## config.mk

```make
export PLATFORM = sky130hd
export DESIGN_NAME = cache_fill_ctrl
export DESIGN_NICKNAME = d
export VERILOG_FILES = /design/src/rtl/cache_fill_ctrl.sv
export SDC_FILE = /design/constraint.sdc
export NUM_CORES = 1
export LEC_CHECK = 0
export ABC_AREA = 1
export BUFFER_PORTS_ARGS = -buffer_cell sky130_fd_sc_hd__buf_4
export CAP_MARGIN = 0
export CORE_MARGIN = 8
export CORE_UTILIZATION = 40
export CTS_CLUSTER_SIZE = 40
export DETAILED_ROUTE_END_ITERATION = 8
export PLACE_DENSITY_LB_ADDON = 0.08
export SLEW_MARGIN = 20
export SYNTH_ARGS = -nofsm -noshare
export SYNTH_HDL_FRONTEND = slang
export SYNTH_SLANG_ARGS = --single-unit
```

## constraint.sdc

```tcl
create_clock -name clk -period 1.7 [get_ports clk]
set_input_delay 0.255 -clock clk [delete_from_list [all_inputs] [get_ports clk]]
set_output_delay 0.255 -clock clk [all_outputs]
set_load 0.03 [all_outputs]
```

## src/rtl/cache_fill_ctrl.sv

```systemverilog
// Direct-mapped cache lookup / 4-word line fill controller between the CPU load port and the array.
// Optional saturating hit/miss counters are enabled with the CACHE_STATS_EN macro.
module cache_fill_ctrl #(
    parameter int WORD_W  = 32,
    parameter int TAG_W   = 3,
    parameter int INDEX_W = 10,
    parameter int OFF_W   = 2,
    parameter int ADDR_W  = TAG_W + INDEX_W + OFF_W
) (
    input  logic                clk,
    input  logic                rst,
    input  logic                cpu_req,
    input  logic [ADDR_W-1:0]   cpu_addr,
    output logic                cpu_busy,
    output logic                cpu_valid,
    output logic [WORD_W-1:0]   cpu_rdata,
    output logic [TAG_W-1:0]    cache_tag,
    output logic [INDEX_W-1:0]  cache_index,
    output logic [OFF_W-1:0]    cache_offset,
    input  logic                cache_hit,
    input  logic [WORD_W-1:0]   cache_rdata,
    output logic                fill_we,
    output logic [4*WORD_W-1:0] fill_line,
    output logic                mm_rd,
    output logic [ADDR_W-1:0]   mm_addr,
    input  logic                mm_ack,
    input  logic [WORD_W-1:0]   mm_rdata
`ifdef CACHE_STATS_EN
    ,
    output logic [31:0]         hit_count,
    output logic [31:0]         miss_count
`endif
);

    typedef enum logic [2:0] {
        ST_IDLE   = 3'd0,
        ST_LOOKUP = 3'd1,
        ST_FILL   = 3'd2,
        ST_WRITE  = 3'd3,
        ST_RESP   = 3'd4
    } state_t;

    state_t                   state_r, state_nxt_s;
    logic [OFF_W-1:0]         wc_r, wc_nxt_s;
    logic [3:0][WORD_W-1:0]   line_r, line_nxt_s;
    logic [TAG_W-1:0]         tag_nxt_s;
    logic [INDEX_W-1:0]       index_nxt_s;
    logic [OFF_W-1:0]         off_nxt_s;
    logic [WORD_W-1:0]        rdata_nxt_s;
    logic [ADDR_W-1:0]        mm_addr_nxt_s;

    // word0 sits in the top slot of the line, so slot index is the bit-inverted word number
    assign fill_line = line_r;

    // next-state and next-output computation
    always_comb begin
        state_nxt_s   = state_r;
        wc_nxt_s      = wc_r;
        line_nxt_s    = line_r;
        tag_nxt_s     = cache_tag;
        index_nxt_s   = cache_index;
        off_nxt_s     = cache_offset;
        rdata_nxt_s   = cpu_rdata;
        mm_addr_nxt_s = mm_addr;
        case (state_r)
            ST_IDLE: begin
                if (cpu_req) begin
                    {tag_nxt_s, index_nxt_s, off_nxt_s} = cpu_addr;
                    state_nxt_s = ST_LOOKUP;
                end else begin
                    state_nxt_s = ST_IDLE;
                end
            end
            ST_LOOKUP: begin
                if (cache_hit) begin
                    rdata_nxt_s = cache_rdata;
                    state_nxt_s = ST_RESP;
                end else begin
                    wc_nxt_s    = {OFF_W{1'b0}};
                    state_nxt_s = ST_FILL;
                end
            end
            ST_FILL: begin
                if (mm_ack) begin
                    line_nxt_s[~wc_r] = mm_rdata;
                    wc_nxt_s          = wc_r + OFF_W'(1);
                    if (&wc_r) begin
                        state_nxt_s = ST_WRITE;
                    end else begin
                        state_nxt_s = ST_FILL;
                    end
                end else begin
                    state_nxt_s = ST_FILL;
                end
            end
            ST_WRITE: begin
                rdata_nxt_s = line_r[~cache_offset];
                state_nxt_s = ST_RESP;
            end
            ST_RESP: begin
                state_nxt_s = ST_IDLE;
            end
            default: begin
                state_nxt_s = ST_IDLE;
            end
        endcase
        if (state_nxt_s == ST_FILL) begin
            mm_addr_nxt_s = {tag_nxt_s, index_nxt_s, wc_nxt_s};
        end else begin
            mm_addr_nxt_s = mm_addr;
        end
    end

    // state and registered outputs
    always_ff @(posedge clk) begin
        if (rst) begin
            state_r      <= ST_IDLE;
            wc_r         <= {OFF_W{1'b0}};
            line_r       <= '0;
            cache_tag    <= {TAG_W{1'b0}};
            cache_index  <= {INDEX_W{1'b0}};
            cache_offset <= {OFF_W{1'b0}};
            cpu_rdata    <= {WORD_W{1'b0}};
            cpu_busy     <= 1'b0;
            cpu_valid    <= 1'b0;
            fill_we      <= 1'b0;
            mm_rd        <= 1'b0;
            mm_addr      <= {ADDR_W{1'b0}};
        end else begin
            state_r      <= state_nxt_s;
            wc_r         <= wc_nxt_s;
            line_r       <= line_nxt_s;
            cache_tag    <= tag_nxt_s;
            cache_index  <= index_nxt_s;
            cache_offset <= off_nxt_s;
            cpu_rdata    <= rdata_nxt_s;
            cpu_busy     <= (state_nxt_s != ST_IDLE);
            cpu_valid    <= (state_nxt_s == ST_RESP);
            fill_we      <= (state_nxt_s == ST_WRITE);
            mm_rd        <= (state_nxt_s == ST_FILL);
            mm_addr      <= mm_addr_nxt_s;
        end
    end

`ifdef CACHE_STATS_EN
    // saturating lookup-outcome counters
    always_ff @(posedge clk) begin
        if (rst) begin
            hit_count  <= 32'd0;
            miss_count <= 32'd0;
        end else if (state_r == ST_LOOKUP) begin
            if (cache_hit) begin
                if (hit_count != 32'hFFFF_FFFF) begin
                    hit_count <= hit_count + 32'd1;
                end
            end else begin
                if (miss_count != 32'hFFFF_FFFF) begin
                    miss_count <= miss_count + 32'd1;
                end
            end
        end
    end
`endif

endmodule

```

==> summary.md, run 1 <==
| Metric | Value |
|---|---|
| Avg Inst Size Synth | 7.01 sq um |
| Switch share | 27.9% |
| Power Dens Cells | 908 mW/mm^2 |
| Netlist cell types | 21 |
| Final Hold Vio Count | 0 |
| First-pass GRT wire length | 51.6 mm |
| RSZ-0062 raised after global routing | no |
| P&R area growth vs syn | 37.2% |
| WL final | 33.1 mm |
| Worst Hold End | fill_line[23]$_SDFFE_PP0P_ |
| IO buf count | 277 |
| Total GRT Usage | 24.7% |
| Layout cell share with drive strength beyond 1 | 25.6% |
| CP Class | flip-flop to output port |
| Final Setup Violations | 0 |
| Async S/R FF share, synth | 0% |
| Req. time, crit path | 1440 ps |
| Reg2Reg Setup Slack | 190 ps |
| Layout Skew | 20.6 ps |
| Sequential share of power | 46.2% |
| Setup_tns | 0 ps |
| # IOs | 278 |
| Leakage | 4.89 nW |
| Cell Int Power | 7.61 mW |
| Max FO, Critical Path | 16 |
| Sequential share of the synthesized area | 47.0% |
| Most common cell in the netlist | nand2_1 |
| CTS sink cnt | 199 |
| Hpwl dp | 22.1 mm |
| Die area | 0.0261 sq mm |
| Synth area leader | dfxtp_1 |
| HP Start | mm_rdata[23] |
| Yosys warns | 0 |
| Die Wd | 162 um |
| Critical Path Sink Type | output port |
| RR Startpoint | wc_r[1]$_SDFF_PP0_ |
| Core area | 0.0209 sq mm |
| Share of the synthesized area in the top cell type | 47.0% |
| Hold_buf cts | 0 |
| MaxCap Viol Count | 0 |
| Hold Path Depth | 3 |
| DR pass1 iterations | 5 |
| R2r endpoint | fill_line[21]$_SDFFE_PP0P_ |
| Mapped Area | 0.00848 sq mm |
| Die height | 162 um |
| Via/cell ratio | 5.31 |
| TritonCTS Buffers | 17 |
| Layout Nets | 1,539 |
| Gpl congestion | 0.823 |
| CP arrival | 1320 ps |
| H-tree depth | 4 |
| Core Rows | 53 |
| Top cells by count, synth | nand2_1 (284), nand3_1 (225), dfxtp_1 (199), a21oi_1 (133), nor2_1 (113) |
| Slew HR | 62.4% |
| Final min period | 1580 ps |
| Inst Count DP | 1,707 |
| Final Cycle Share | 92.7% |
| NetSw | 2.95 mW |
| Residual DRC | 0 |
| Postcts setup bufs | 0 |
| Min-Delay Path Class | input port to flip-flop |
| Initial antenna violation count | 1 |
| Clock group share of total power | 39.4% |
| Post-synth EDFFs | 0 |
| CTS tree | built |
| Initial core utilization | 40.6% |
| Startpoint types | flip-flop |
| Routed len/inst | 19.0 um |
| Via Count | 9,237 |
| Total global routing overflow | 0 |
| Gate Count Post-Synth | 1,209 |
| Core Util, Final | 55.7% |
| Clock Latency Late Sink | 440 ps |
| FMAX | 0.635 GHz |
| Final Non-Filler Cells | 1,739 |
| Largest net degree at the start of global routing | 119 |
| DR iter-0 viols | 703 |
| Post-DRT Antenna Nets | 0 |
| Root Buffer | clkbuf_16 |
| Max rail drop VDD | 638 uV |
| #FFs+latches synth | 199 |
| Status | complete, no violations |
| Tot Pwr | 10.6 mW |
| Top_reg_cell synth | dfxtp_1 |
| CTS clk-pin slew, worst paths | 80 ps |
| Logic pwr share | 14.4% |
| CTS max path bufs | 2 |
| Top cells by area, synth | dfxtp_1 (47%), nand3_1 (13%), nand2_1 (13%) |
| Syn_nets | 1,297 |
| Max Slew Vio Count | 0 |
| Slew @ Worst Pin | 564 ps |
| Vias in the first global route | 8,953 |
| Worst reg-to-reg path cell count | 7 |
## worst max-delay path, cell delays in order (launching register included)
cell,delay (ps)
dfxtp_4,460
buf_6,240
buf_4,200
## layout make-up
class | count | area (sq um)
inverter | 44 | 165
clock inverter | 12 | 140
sequential | 199 | 3990
tap | 275 | 344
multi-input combinational | 868 | 3930
fill | 2104 | 9260
antenna | 1 | 2.50
timing repair buffer | 321 | 2600
clock buffer | 19 | 453
## per-layer routing
| layer | up-vias | part of all wire (%) | track usage (%) |
|---|---|---|---|
| li1 | 4483 | - | - |
| met1 | 4376 | 41 | 30.6 |
| met2 | 337 | 48 | 40.8 |
| met3 | 41 | 8.6 | 7.23 |
| met4 | 0 | 1.9 | 7.62 |
| met5 | - | 0 | 0 |
## through the flow
stage / worst slack (ps) / hold slack, ps / area (sq um)
6_report: 125 / 98.5 / 11600
5_1_grt: 59.2 / 98.7 / 11600
2_1_floorplan: 227 / 419 / 8480
3_3_place_gp: 216 / 466 / 11000
3_5_place_dp: 165 / 471 / 11000
4_1_cts: 19.3 / 91.3 / 11600
## registers in the layout (all words and copies together), names as in the netlist
signal	count
cpu_rdata	32
fill_we	1
wc_r	2
cache_index	10
fill_line	128
cache_offset	2
cpu_busy	1
mm_rd	1
state_r	3
cpu_valid	1
mm_addr	15
cache_tag	3
## repair_timing
item / CTS / global route
gates cloned: 0 / 0
gates resized for setup: 1 / 2
setup endpoints to repair: 1 / 6
## worst max-delay path by stage
stage | slack (ps) | to | from | depth (start not counted)
3_5_place_dp | 160 | fill_line[21]$_SDFFE_PP0P_ | wc_r[0]$_SDFF_PP0_ | 7
5_1_grt | 60 | fill_line[16]$_SDFFE_PP0P_ | wc_r[1]$_SDFF_PP0_ | 7
3_3_place_gp | 220 | fill_line[57]$_SDFFE_PP0P_ | state_r[1]$_SDFF_PP0_ | 6
2_1_floorplan | 230 | cpu_rdata[10]$_SDFFE_PP0P_ | cache_offset[0]$_SDFFE_PP0P_ | 6
4_1_cts | 20 | cache_offset[1] | cache_offset[1]$_SDFFE_PP0P_ | 2
6_report | 120 | cache_offset[1] | cache_offset[1]$_SDFFE_PP0P_ | 2
## kinds of logic after synthesis
family                     synth area share (%)
DFF                                        47.0
AOI/OAI and AO/OA                          13.8
buffers and inverters                      6.97
adders and majority gates                 0.590
and+or+nand+nor                            31.7
## cells in the final DEF (no fill, tap or decap), types with 3 or more instances in the layout
master,netlist,routed
nor2_4,2,3
clkbuf_16,0,17
nor2_2,4,3
nand2_2,0,3
buf_4,7,305
nor2_1,113,113
buf_12,0,15
o21ai_0,99,99
nand3_1,225,223
nand2_1,284,281
a21oi_1,133,133
inv_1,40,38
inv_6,0,4
nand3_2,1,3
inv_2,3,5
dfxtp_1,199,196
ha_2,0,3
## power groups by stage
stage / sequential (mW) / combinational, mW / clock, mW
floorplan: 5.21 / 0.581 / 0
global placement: 4.99 / 1.51 / 0
detailed placement: 4.99 / 1.52 / 0
CTS: 4.88 / 1.52 / 4.22
global route: 4.90 / 1.64 / 4.43
finish: 4.88 / 1.52 / 4.16
Note: power is estimated with default switching activity, not from simulation.
==> run 2: changes to the inputs <==
--- a/config.mk
+++ b/config.mk
@@ -7,11 +7,12 @@
 export LEC_CHECK = 0
 export ABC_AREA = 1
 export BUFFER_PORTS_ARGS = -buffer_cell sky130_fd_sc_hd__buf_4
-export CAP_MARGIN = 0
+export CAP_MARGIN = 20
 export CORE_MARGIN = 8
 export CORE_UTILIZATION = 40
 export CTS_CLUSTER_SIZE = 40
 export DETAILED_ROUTE_END_ITERATION = 8
+export MAX_ROUTING_LAYER = met4
 export PLACE_DENSITY_LB_ADDON = 0.08
 export SLEW_MARGIN = 20
 export SYNTH_ARGS = -nofsm -noshare
==> constraint.sdc (replaced) <==
create_clock -name clk -period 1.8 [get_ports clk]
set_input_delay 0.27 -clock clk [delete_from_list [all_inputs] [get_ports clk]]
set_output_delay 0.27 -clock clk [all_outputs]
set_load 0.03 [all_outputs]
==> run 2 against run 1 <==
Against the previous run: sequential power fell by 5.5%; flip-flop and latch count unchanged; count of clock-buffer cells in the layout increased by 2; clock power is 4% lower; sequential share of layout area grew 0.086 points.
==> summary.md, run 2 (synthesized netlist as in run 1, its figures left out) <==
| Metric | Value |
|---|---|
| TritonCTS Buffers | 17 |
| Crit path cell chain | buf_12 > buf_4 |
| WHS | 118 ps |
| Clock group share of total power | 39.8% |
| Inst Count DP | 1,708 |
| Critical Path Sink Type | output port |
| Post-DRT Antenna Nets | 0 |
| Postcts setup bufs | 0 |
| CTS clk-pin slew, worst paths | 80 ps |
| Most frequent cells in the layout | buf_4 (311), nand2_1 (281), nand3_1 (223) |
| Worst Setup SP | cache_offset[0]$_SDFFE_PP0P_ |
| Gpl congestion | 0.844 |
| Cell Int Power | 7.23 mW |
| Core Util, Final | 55.5% |
| Number of flip-flops in the largest register | 128 |
| Finished Cell Area | 0.0116 sq mm |
| Final Cycle Share | 87.7% |
| R2r endpoint | cpu_rdata[1]$_SDFFE_PP0P_ |
| Tot Pwr | 10.0 mW |
| Die area | 0.0261 sq mm |
| Critical-path top delay cell | dfxtp_2 |
| Switch share | 27.8% |
| Worst Hold End | fill_line[13]$_SDFFE_PP0P_ |
| IO buf count | 277 |
| Core area | 0.0209 sq mm |
| Total global routing overflow | 0 |
| CTS tree | built |
| Most common cell after layout, fill and taps aside | buf_4 |
| Vias in the first global route | 9,003 |
| Power Dens Cells | 864 mW/mm^2 |
| Die Wd | 162 um |
| Layout Skew | 13.2 ps |
| Slew HR | 58.4% |
| Min-Delay Path Class | input port to flip-flop |
| Req. time, crit path | 1530 ps |
| Final min period | 1580 ps |
| Startpoint types | flip-flop |
| Initial core utilization | 40.6% |
| Hold_buf cts | 0 |
| CP Class | flip-flop to output port |
| H-tree depth | 4 |
| Antenna Cells | 0 |
| Slowest stage delay, CP | 360 ps |
| Setup_tns | 0 ps |
| HP Start | mm_rdata[13] |
| CTS max path bufs | 2 |
| CP arrival | 1310 ps |
| CTS sink cnt | 199 |
| Layout cell share with drive strength beyond 1 | 25.6% |
| Slew @ Worst Pin | 624 ps |
| Sequential share of power | 46.0% |
| Final Non-Filler Cells | 1,740 |
| Max rail drop VDD | 611 uV |
| Sequential cell area | 0.00399 sq mm |
| Hold Path Depth | 3 |
| Total GRT Usage | 25.2% |
| Die height | 162 um |
| Via Count | 9,153 |
| Worst reg-to-reg path cell count | 5 |
| Dpl ws | 241 ps |
| Root Buffer | clkbuf_16 |
| Final Setup Violations | 0 |
| Reg2Reg Setup Slack | 240 ps |
| Fillers | 2,141 |
| Core Rows | 53 |
| Status | complete, no violations |
| DR iter-0 viols | 599 |
| Multi-input logic area | 0.00393 sq mm |
| Layout Nets | 1,540 |
| Routed len/inst | 18.8 um |
| DR pass1 iterations | 5 |
| Hpwl dp | 22.1 mm |
| Final worst setup slack | 221 ps |
| Logic pwr share | 14.2% |
| Leakage | 4.87 nW |
| Residual DRC | 0 |
| Largest net degree at the start of global routing | 119 |
| NetSw | 2.78 mW |
| Clock Latency Late Sink | 430 ps |
| Via/cell ratio | 5.26 |
| FMAX | 0.633 GHz |
| Initial antenna violation count | 0 |
| RSZ-0062 raised after global routing | no |
| Max FO, Critical Path | 65 |
| Max Slew Vio Count | 0 |
| RR Startpoint | state_r[0]$_SDFF_PP0_ |
| Post_cts resized | 0 |
| Area of placed instances | 0.0110 sq mm |
| WL final | 32.8 mm |
| Final Hold Vio Count | 0 |
| First-pass GRT wire length | 50.9 mm |
| # IOs | 278 |
| MaxCap Viol Count | 0 |
| P&R area growth vs syn | 36.7% |
-- run 2: area by class of cell --
type | instances | share of cell area (%)
flip-flops and latches | 199 | 34.4
multi-input cells | 868 | 33.9
repair buffers | 322 | 22.0
clock buffers | 21 | 4.06
well taps | 275 | 2.97
inverters | 44 | 1.43
clock inverters | 11 | 1.17
-- run 2: how the worst max path moves through the flow --
stage | slack, ps | cells past startpoint | to
after detailed placement | 240 | 6 | fill_line[84]$_SDFFE_PP0P_
after floorplan | 330 | 6 | cpu_rdata[10]$_SDFFE_PP0P_
after global placement | 270 | 7 | fill_line[18]$_SDFFE_PP0P_
after CTS | 170 | 2 | cache_offset[0]
after global routing | 80 | 5 | cpu_rdata[28]$_SDFFE_PP0P_
final | 220 | 2 | cache_offset[0]
-- run 2: power groups by stage --
stage                     logic, mW  clock network, mW  registers [mW]
after global placement         1.42                  0            4.71
after global routing           1.54               4.22            4.62
final                          1.42               3.98            4.61
after CTS                      1.43               4.02            4.61
after detailed placement       1.42                  0            4.71
after floorplan               0.549                  0            4.92
-- run 2: worst max-delay path: cells and delay by family (launching register included) --
family,cells,cell delay [ps]
buffers and inverters,2,520
DFF,1,360
-- run 2: metal layers --
layer  global-route usage [%]  wire, um  up-vias
met5                        -         0        -
met4                     8.88       948        0
met3                     6.57      2580       56
met2                     40.5     15400      387
met1                     30.1     13800     4235
li1                         -         -     4475
